<file path="config.mk">
export PLATFORM = sky130hd
export DESIGN_NAME = conv_downsample
export DESIGN_NICKNAME = d
export VERILOG_FILES = /design/src/rtl/conv_pkg.sv /design/src/rtl/conv_line_buf.sv /design/src/rtl/conv_downsample.sv
export SDC_FILE = /design/constraint.sdc
export NUM_CORES = 2
export LEC_CHECK = 0
export CAP_MARGIN = 5
export CORE_ASPECT_RATIO = 0.9
export CORE_MARGIN = 5
export CORE_UTILIZATION = 35
export DETAILED_ROUTE_END_ITERATION = 10
export PLACE_DENSITY = 0.58
export SLEW_MARGIN = 10
export SYNTH_ARGS = -nofsm -noshare
export SYNTH_HDL_FRONTEND = slang
export SYNTH_SLANG_ARGS = --single-unit
</file>
<file path="constraint.sdc">
create_clock -name clk -period 5.6 [get_ports clk]
set_input_delay 1.12 -clock clk [delete_from_list [all_inputs] [get_ports clk]]
set_output_delay 1.12 -clock clk [all_outputs]
set_load 0.01 [all_outputs]
</file>
<file path="src/rtl/conv_pkg.sv">
// Shared widths, saturation limits and helpers for the stride-2 convolution encoder.
package conv_pkg;

    localparam int PIX_W         = 9;
    localparam int K_W           = 12;
    localparam int BIAS_W        = 20;
    localparam int PROD_W        = PIX_W + K_W;
    localparam int ACC_W         = 25;
    localparam int SHIFT_DEFAULT = 10;
    localparam int SAT_MAX       = 255;
    localparam int SAT_MIN       = -256;

    typedef logic signed [PIX_W-1:0]  pix_t;
    typedef logic signed [K_W-1:0]    tap_t;
    typedef logic signed [PROD_W-1:0] prod_t;
    typedef logic signed [ACC_W-1:0]  acc_t;

    // Clamp a scaled accumulator into the signed pixel range.
    function automatic pix_t sat9(input acc_t v);
        pix_t r;
        if (v > acc_t'(SAT_MAX)) begin
            r = pix_t'(SAT_MAX);
        end else if (v < acc_t'(SAT_MIN)) begin
            r = pix_t'(SAT_MIN);
        end else begin
            r = pix_t'(v);
        end
        return r;
    endfunction

endpackage

</file>
<file path="src/rtl/conv_line_buf.sv">
// One-row pixel delay: reads the value stored IMG_W beats ago at the same column,
// then overwrites it with the incoming pixel.
module conv_line_buf
    import conv_pkg::*;
#(
    parameter int DEPTH = 64,
    parameter int AW    = $clog2(DEPTH)
) (
    input  logic              clk,
    input  logic              de,
    input  logic [AW-1:0]     addr,
    input  logic [PIX_W-1:0]  din,
    output logic [PIX_W-1:0]  dout
);

    logic [PIX_W-1:0] mem [DEPTH];

    // Asynchronous read returns the old contents during the write cycle.
    assign dout = mem[addr];

    // Store the current pixel only on valid beats.
    always_ff @(posedge clk) begin
        if (de) begin
            mem[addr] <= din;
        end
    end

endmodule

</file>
<file path="src/rtl/conv_downsample.sv">
// Streaming 3x3 stride-2 convolution: IMG_W x IMG_W raster in, IMG_W/2 square raster out.
module conv_downsample
    import conv_pkg::*;
#(
    parameter int IMG_W = 64,
    parameter int SHIFT = SHIFT_DEFAULT
) (
    input  logic                     clk,
    input  logic                     rst_n,
    input  logic                     de,
    input  logic signed [PIX_W-1:0]  data_in,
    input  logic signed [K_W-1:0]    k1,
    input  logic signed [K_W-1:0]    k2,
    input  logic signed [K_W-1:0]    k3,
    input  logic signed [K_W-1:0]    k4,
    input  logic signed [K_W-1:0]    k5,
    input  logic signed [K_W-1:0]    k6,
    input  logic signed [K_W-1:0]    k7,
    input  logic signed [K_W-1:0]    k8,
    input  logic signed [K_W-1:0]    k9,
    input  logic signed [BIAS_W-1:0] bias,
    output logic                     de_o,
    output logic signed [PIX_W-1:0]  data,
    output logic                     frame_done
);

    localparam int CW = $clog2(IMG_W);

    logic [CW-1:0] col, row;
    pix_t          lb1_out, lb2_out;
    pix_t          sr_top [2];
    pix_t          sr_mid [2];
    pix_t          sr_bot [2];
    tap_t          kk     [9];
    pix_t          win_d  [9];
    pix_t          win_q  [9];
    prod_t         prod_q [9];
    acc_t          acc;
    logic          trig, last_px, pad_top, pad_left;
    logic          v1, v2, last1, last2;

    assign kk       = '{k1, k2, k3, k4, k5, k6, k7, k8, k9};
    assign trig     = de & row[0] & col[0];
    assign last_px  = (row == CW'(IMG_W - 1)) && (col == CW'(IMG_W - 1));
    assign pad_top  = (row == CW'(1));
    assign pad_left = (col == CW'(1));

    // Raster position of the incoming pixel; wraps into the next frame seamlessly.
    always_ff @(posedge clk or negedge rst_n) begin
        if (!rst_n) begin
            col <= '0;
            row <= '0;
        end else if (de) begin
            if (col == CW'(IMG_W - 1)) begin
                col <= '0;
                row <= (row == CW'(IMG_W - 1)) ? '0 : row + 1'b1;
            end else begin
                col <= col + 1'b1;
            end
        end
    end

    conv_line_buf #(.DEPTH(IMG_W)) u_lb1 (
        .clk  (clk),
        .de   (de),
        .addr (col),
        .din  (data_in),
        .dout (lb1_out)
    );

    conv_line_buf #(.DEPTH(IMG_W)) u_lb2 (
        .clk  (clk),
        .de   (de),
        .addr (col),
        .din  (lb1_out),
        .dout (lb2_out)
    );

    // Column history for rows row-2, row-1, row: [0] is col-1, [1] is col-2.
    always_ff @(posedge clk) begin
        if (de) begin
            sr_top[1] <= sr_top[0];
            sr_top[0] <= lb2_out;
            sr_mid[1] <= sr_mid[0];
            sr_mid[0] <= lb1_out;
            sr_bot[1] <= sr_bot[0];
            sr_bot[0] <= data_in;
        end
    end

    // Assemble the window with zero padding; stale row/column history is masked out here.
    always_comb begin
        win_d[0] = (pad_top || pad_left) ? '0 : sr_top[1];
        win_d[1] = pad_top  ? '0 : sr_top[0];
        win_d[2] = pad_top  ? '0 : lb2_out;
        win_d[3] = pad_left ? '0 : sr_mid[1];
        win_d[4] = sr_mid[0];
        win_d[5] = lb1_out;
        win_d[6] = pad_left ? '0 : sr_bot[1];
        win_d[7] = sr_bot[0];
        win_d[8] = data_in;
    end

    // Pipeline valid and end-of-frame tags; cleared on reset to drop in-flight results.
    always_ff @(posedge clk or negedge rst_n) begin
        if (!rst_n) begin
            v1    <= 1'b0;
            v2    <= 1'b0;
            last1 <= 1'b0;
            last2 <= 1'b0;
        end else begin
            v1    <= trig;
            last1 <= trig & last_px;
            v2    <= v1;
            last2 <= last1;
        end
    end

    // S1 window capture and S2 products.
    always_ff @(posedge clk) begin
        if (trig) begin
            win_q <= win_d;
        end
        if (v1) begin
            for (int unsigned i = 0; i < 9; i++) begin
                prod_q[i] <= prod_t'(win_q[i]) * prod_t'(kk[i]);
            end
        end
    end

    // Sum of products plus bias, in accumulator width.
    always_comb begin
        acc = acc_t'(bias);
        for (int unsigned i = 0; i < 9; i++) begin
            acc = acc + acc_t'(prod_q[i]);
        end
    end

    // S3 scale, saturate and present; data holds between pulses.
    always_ff @(posedge clk or negedge rst_n) begin
        if (!rst_n) begin
            de_o       <= 1'b0;
            frame_done <= 1'b0;
            data       <= '0;
        end else begin
            de_o       <= v2;
            frame_done <= v2 & last2;
            if (v2) begin
                data <= sat9(acc >>> SHIFT);
            end
        end
    end

endmodule

</file>
[Word-level counts from Yosys, hierarchy flattened]
Memory sizes are Yosys's and may differ from the RTL's. A register that Yosys moved wholly into a read port is not among the register bits.
Index checks and enable logic that the tools add are counted.
Operators by class
  add/subtract/negate cells: 11
  $mul: 9
  shifts and indexed selects: 0
  reductions and logical operators: 3
  equality and inequality tests: 4
  bitwise operators: 4
  $lt $le $gt $ge: 2
  mux-type cells: 8
  div/mod/pow operators: 0
Operators by type and width (count)
  9-bit by 12-bit multiplier with 21-bit output: 9
  25-bit by 21-bit adder with 25-bit output: 5
  24-bit by 21-bit adder with 25-bit output: 1
  23-bit by 21-bit adder with 24-bit output: 1
  22-bit by 21-bit adder with 23-bit output: 1
  20-bit by 21-bit adder with 22-bit output: 1
  9-bit two-way mux: 2
  15-bit by 9-bit greater-than comparator with 1-bit output (second input constant): 1
  15-bit by 9-bit < comparator with 1-bit output (second input constant): 1
  6-bit by 1-bit adder with 6-bit output (second input constant): 2
  6-bit by 1-bit == test with 1-bit output (second input constant): 2
  6-bit == test (second input constant): 2
  6-bit two-way mux: 2
  1-bit bitwise AND: 4
  1-bit two-way mux: 4
  2-bit AND reduction: 1
  1-bit logical AND: 1
  1-bit logical OR: 1
Word-level totals
  register bits: 81
  bits in read-only memories: 0
  memory bits (writable): 1395
  output and inout bits: 11
  bits in latches: 0
  memories: 6
  word-level logic and storage cells: 62
  input bits: 140
Memories
  u_lb1.mem: depth 64, width 9, read ports 1, clocked after Yosys merged registers in 0, write ports 1, line conv_line_buf.sv:16  | logic [PIX_W-1:0] mem [DEPTH];
  u_lb2.mem: depth 64, width 9, read ports 1, clocked after Yosys merged registers in 0, write ports 1, line conv_line_buf.sv:16
  prod_q: depth 9, width 21, read ports 9, clocked after Yosys merged registers in 0, write ports 9, line conv_downsample.sv:37  | prod_t prod_q [9];
  sr_bot: depth 2, width 9, read ports 2, clocked after Yosys merged registers in 1, write ports 2, line conv_downsample.sv:33  | pix_t sr_bot [2];
  sr_mid: depth 2, width 9, read ports 2, clocked after Yosys merged registers in 1, write ports 2, line conv_downsample.sv:32  | pix_t sr_mid [2];
  sr_top: depth 2, width 9, read ports 2, clocked after Yosys merged registers in 1, write ports 2, line conv_downsample.sv:31  | pix_t sr_top [2];

[Depth between registers and ports, before layout]
  word-level depth: 12
  depth in mapped cells: 22
  gate-level depth less buffers: 21

[By module]
Synthesis repeated with hierarchy kept, for this count alone.
Second synthesis, totals
  cell total of the unflattened synthesis: 7422
  area, all modules: 95491.6 µm²
Modules (own cells, without submodules)
  conv_downsample: seq. area each 10405.0 µm², area each 50498.4 µm², times used 1, cells each 4784
  conv_line_buf: seq. area each 17296.6 µm², area each 22496.6 µm², times used 2, cells each 1319

[Least setup slack after synthesis]
Ideal clock, no wire load.
  path kind: input-to-reg
  from: in bias[7]
  to: reg data[7]
  data required time: 5.453 ns
  data arrival time: 5.890 ns
  stages on the path: 19
  path slack: -0.437 ns
  buffers on the path: 0
  setup time: 0.147 ns
  cell sequence: inv_1 > fa_1 > inv_1 > fa_1 > fa_1 > fa_1 > inv_1 > fa_1 > inv_1 > ha_1 > a211o_1 > o221a_1 > o31ai_2 > a211oi_1 > o2111ai_1 > a211o_1 > nand3_1 > nor4_4 > o32ai_1
On the way
  cells in the longest elaborated chain, start to end: 12
  elaborated cells on any way between the ends: 13
  those cells by class: add/sub: 9; order compare: 2; mux: 2
Ends and longest elaborated chain
  start: declaration: line conv_downsample.sv:21  | input logic signed [BIAS_W-1:0] bias,
  20-bit by 21-bit adder with 22-bit output *: line conv_downsample.sv:135  | acc = acc + acc_t'(prod_q[i]);
  22-bit by 21-bit adder with 23-bit output *: line conv_downsample.sv:135
  23-bit by 21-bit adder with 24-bit output *: line conv_downsample.sv:135
  24-bit by 21-bit adder with 25-bit output *: line conv_downsample.sv:135
  25-bit by 21-bit adder with 25-bit output * (5 in a row): line conv_downsample.sv:135
  15-bit by 9-bit < comparator with 1-bit output: line conv_pkg.sv:23  | end else if (v < acc_t'(SAT_MIN)) begin
  9-bit two-way mux: line conv_pkg.sv:23
  9-bit two-way mux *: line conv_pkg.sv:21  | if (v > acc_t'(SAT_MAX)) begin
  end signal: assignment: line conv_downsample.sv:149  | data <= sat9(acc >>> SHIFT);
  end: declaration: line conv_downsample.sv:23  | output logic signed [PIX_W-1:0] data,
Every way passes the cells marked *; elsewhere a longest branch is shown, timed or not.
A chain may end at the register's enable or synchronous reset.

[Worst setup path in the final report]
  from: in bias[6]
  to: reg data[6]
The elaborated chain is that of the path after synthesis.

==> key figures <==
Final layout
  – # nets final: 9439
  – Fillers: 24100
  – Share of cells above drive strength 1: 0.166
  – Layout area overhead: 18.9%
  – Most frequent cells in the layout: 1476 x edfxtp_1, 1061 x inv_1, 952 x fa_1
  – Most common cell after layout, fill and taps aside: edfxtp_1
  – Filler-free cell count of the finished design: 11500

Worst setup path
  – CP required: 6.27 ns
  – WS Path Type: primary input to flop
  – Endpoint type of the worst setup path: flop
  – R2R Setup Slk: -0.05 ns
  – Maximum fanout along the worst path: 8
  – CP peak stage delay: 0.57 ns
  – Worst path most repeated cell: fa_1
  – Buffer and inverter count on the worst path: 6
  – Delay-heaviest family, CP: adder cells
  – CP startpoint kind: primary input
  – R2r worst-path depth: 18
  – WP depth: 21
  – Worst Path Arrival: 6.34 ns
  – Crit path cell chain: dlygate4sd2_1 > inv_1 > fa_1 > inv_1 > fa_2 > fa_2 > fa_1 > inv_2 > fa_1 > inv_2 > ha_4 > a211o_1 > o221a_1 > o31ai_4 > a211oi_4 > o21a_1 > o41ai_4 > xnor2_2 > a32oi_4 > buf_12 > o32ai_2
  – Slowest library cell on the worst path: fa_2

Routing
  – Post-DRT Antenna Nets: 0
  – Post-Route WL: 258000 µm
  – Routed len/inst: 22.4 µm
  – Drt drc: 0
  – DR vias/cell: 5.09
  – Vias: 58600
  – Pre-Repair DR Iteration Count: 5
  – Drt first-iter violations: 4768

Clock tree
  – CTS Sinks: 1503
  – Clock Latency Late Sink: 0.83 ns
  – CTS tree: done
  – Total CTS buffers: 156
  – # H-tree levels: 4
  – Clk root buf: clkbuf_16
  – CTS clk-pin slew, worst paths: 0.06 ns
  – Clock buffer depth: 4
  – Post-CTS Hold Fix Bufs: 0

Timing
  – Slew Viols, Final: 0
  – Post-Route Skew: 0.102 ns
  – Post-route worst setup slack: -0.0671 ns
  – Fmax: 0.176 GHz
  – Endpoints failing hold: 0
  – Rel. slew slack: 0.146
  – Minimum clock period: 5.67 ns
  – Setup-failing EPs final: 8
  – Unrepaired setup endpoints after global routing: yes
  – Final period util: 1.01
  – Slew @ Worst Pin: 1.28 ns

Place
  – Post-Place Cells: 11200
  – Pre-CTS setup slack: -1.24 ns
  – IO Port Bufs: 150
  – Hpwl dp: 185000 µm
  – Final Wtd Congestion: 0.886

Floorplan
  – Die Height: 497 µm
  – Initial Util: 0.352
  – # rows: 178
  – Io pins: 151
  – Area of the die: 274000 µm²
  – Die W: 551 µm
  – Core box area: 262000 µm²

Synthesis
  – Post-synth top flop: edfxtp_1
  – Synth area leader: edfxtp_1
  – Seq/Total Area, Yosys: 0.487
  – Post-Synthesis Cell Area: 92300 µm²
  – Synth area leaders: edfxtp_1 48%, fa_1 21%, ha_1 5.8%
  – Asr flop ratio synth: 0.0180
  – Top cell type's share of synthesized area: 0.480
  – Post-Syn Instances: 7055
  – Cell variety after synth: 62
  – Post-synth EDFFs: 1476
  – Syn_nets: 8611
  – Syn avg cell area: 13.1 µm²
  – Seq cells post-synth: 1503
  – Synth warn: 0

Power
  – Power per cell area: 685 nW/µm²
  – Clock Power Share: 0.133
  – Internal Power: 43.7 mW
  – Overall power: 75.2 mW
  – P_leak: 44.0 nW
  – Net Sw Frac: 0.419
  – Comb pwr share: 0.643
  – Sequential power share: 0.224
  – Sw Pwr: 31.5 mW
  – Worst vdd ir: 1.08 mV

Run status
  – Failing checks: setup timing
  – Status: complete, but fails checks

Global routing
  – Total GRT Usage: 0.186
  – GRT overflow: 0
  – First-pass GRT wire length: 388000 µm
  – Initial antenna violation count: 15
  – Vias in the first global route: 61900
  – Largest net degree at the start of global routing: 145

Flow run
  – Total of max-cap violations: 0

Min path
  – HP Class: primary input to asynchronous set/reset pin
power groups by stage:
stage                     Clock [mW]  Sequential, mW  Combinational [mW]
final                           9.99            16.9                48.3
after global routing            10.6            16.9                53.0
after CTS                       10.2            16.9                47.8
after floorplan                    0            17.1                25.2
after detailed placement           0            17.1                45.5
after global placement             0            17.1                45.0
synth_stat cells (all sizes together), types with 9 or more instances:
cell    count
a22o       87
dfrtp      27
o21ai      56
a21o       45
a211oi     14
clkbuf    259
o31ai      10
o211a      10
nor2b      19
xor2       41
nand2b    104
or3        13
o211ai     27
edfxtp   1476
nor3       58
and3       25
fa        990
nand4      79
nor2      147
o21bai     26
a41oi      19
xnor2     158
and2      421
a31oi      32
ha        426
nand3b      9
buf        48
inv      1085
nand3      70
a22oi     460
a21oi     107
nor4       16
nand2     561
a221oi     61
worst paths after layout:
path                                          startpoint                    to
min in group clk                  sr_bot[0][0]$_DFFE_PP_    win_q[9]$_DFFE_PP_
worst min-delay path                               rst_n  frame_done$_DFF_PN0_
worst max register to register  prod_q[0][113]$_DFFE_PP_   data[6]$_DFFE_PN0P_
max in group asynchronous                          rst_n          v1$_DFF_PN0_
worst min register to register    sr_bot[0][0]$_DFFE_PP_    win_q[9]$_DFFE_PP_
worst max-delay path                             bias[6]   data[6]$_DFFE_PN0P_
final cells by class:
type / count / area (µm²) / area share
Antenna cell: 8 / 20.0 / 0.000182
Sequential cell: 1503 / 45000 / 0.410
Multi-Input combinational cell: 4160 / 43300 / 0.395
Timing Repair Buffer: 977 / 8180 / 0.0745
Clock buffer: 195 / 4140 / 0.0377
Clock inverter: 75 / 639 / 0.00583
Tap cell: 3510 / 4390 / 0.0400
Inverter: 1085 / 4070 / 0.0371
through the flow:
step | hold slack, ns | util | setup TNS (ns) | area (µm²)
2_1_floorplan | 0.331 | - | -2.65 | 92700
4_1_cts | 0.409 | 0.416 | -0.440 | 109000
6_report | 0.431 | 0.419 | -0.408 | 110000
3_5_place_dp | 0.386 | 0.396 | -66.89 | 104000
5_1_grt | 0.447 | 0.419 | -1.84 | 110000
3_3_place_gp | 0.377 | 0.396 | -63.04 | 104000
logic make-up (layout without fill, tap and decap cells):
| kind of cell | count (synthesis) | count (layout) | share of synthesized area |
|---|---|---|---|
| simple gates | 1542 | 1542 | 0.0841 |
| buf+inv | 1392 | 2332 | 0.0569 |
| xor+xnor | 199 | 199 | 0.0189 |
| mux | 5 | 5 | 0.000542 |
| compound gates | 998 | 998 | 0.0798 |
| flops | 1503 | 1503 | 0.487 |
| fa+ha+maj | 1416 | 1416 | 0.272 |
| other cells | 0 | 8 | 0 |
state kept, by name, summed over array words and instances (netlist names):
register and flops:
sr_bot 18, row 6, frame_done 1, v2 1, u_lb2.mem 576, col 6, prod_q 189, sr_top 18
u_lb1.mem 576, win_q 81, last2 1, sr_mid 18, v1 1, last1 1, de_o 1, data 9
routing by layer:
layer | part of all wire | global-route usage | wire length [µm]
met3 | 0.069 | 0.0279 | 17700
met5 | 0.00010 | 0 | 27
met1 | 0.42 | 0.255 | 109000
met4 | 0.031 | 0.0514 | 7960
met2 | 0.48 | 0.308 | 123000
timing repair:
item,CTS,global route
gates cloned,0,2
pin swaps,62,149
gates resized for setup,104,158
buffers inserted,7,30
setup endpoints to repair,27,64
No activity file was read; power rests on OpenSTA's default activity.
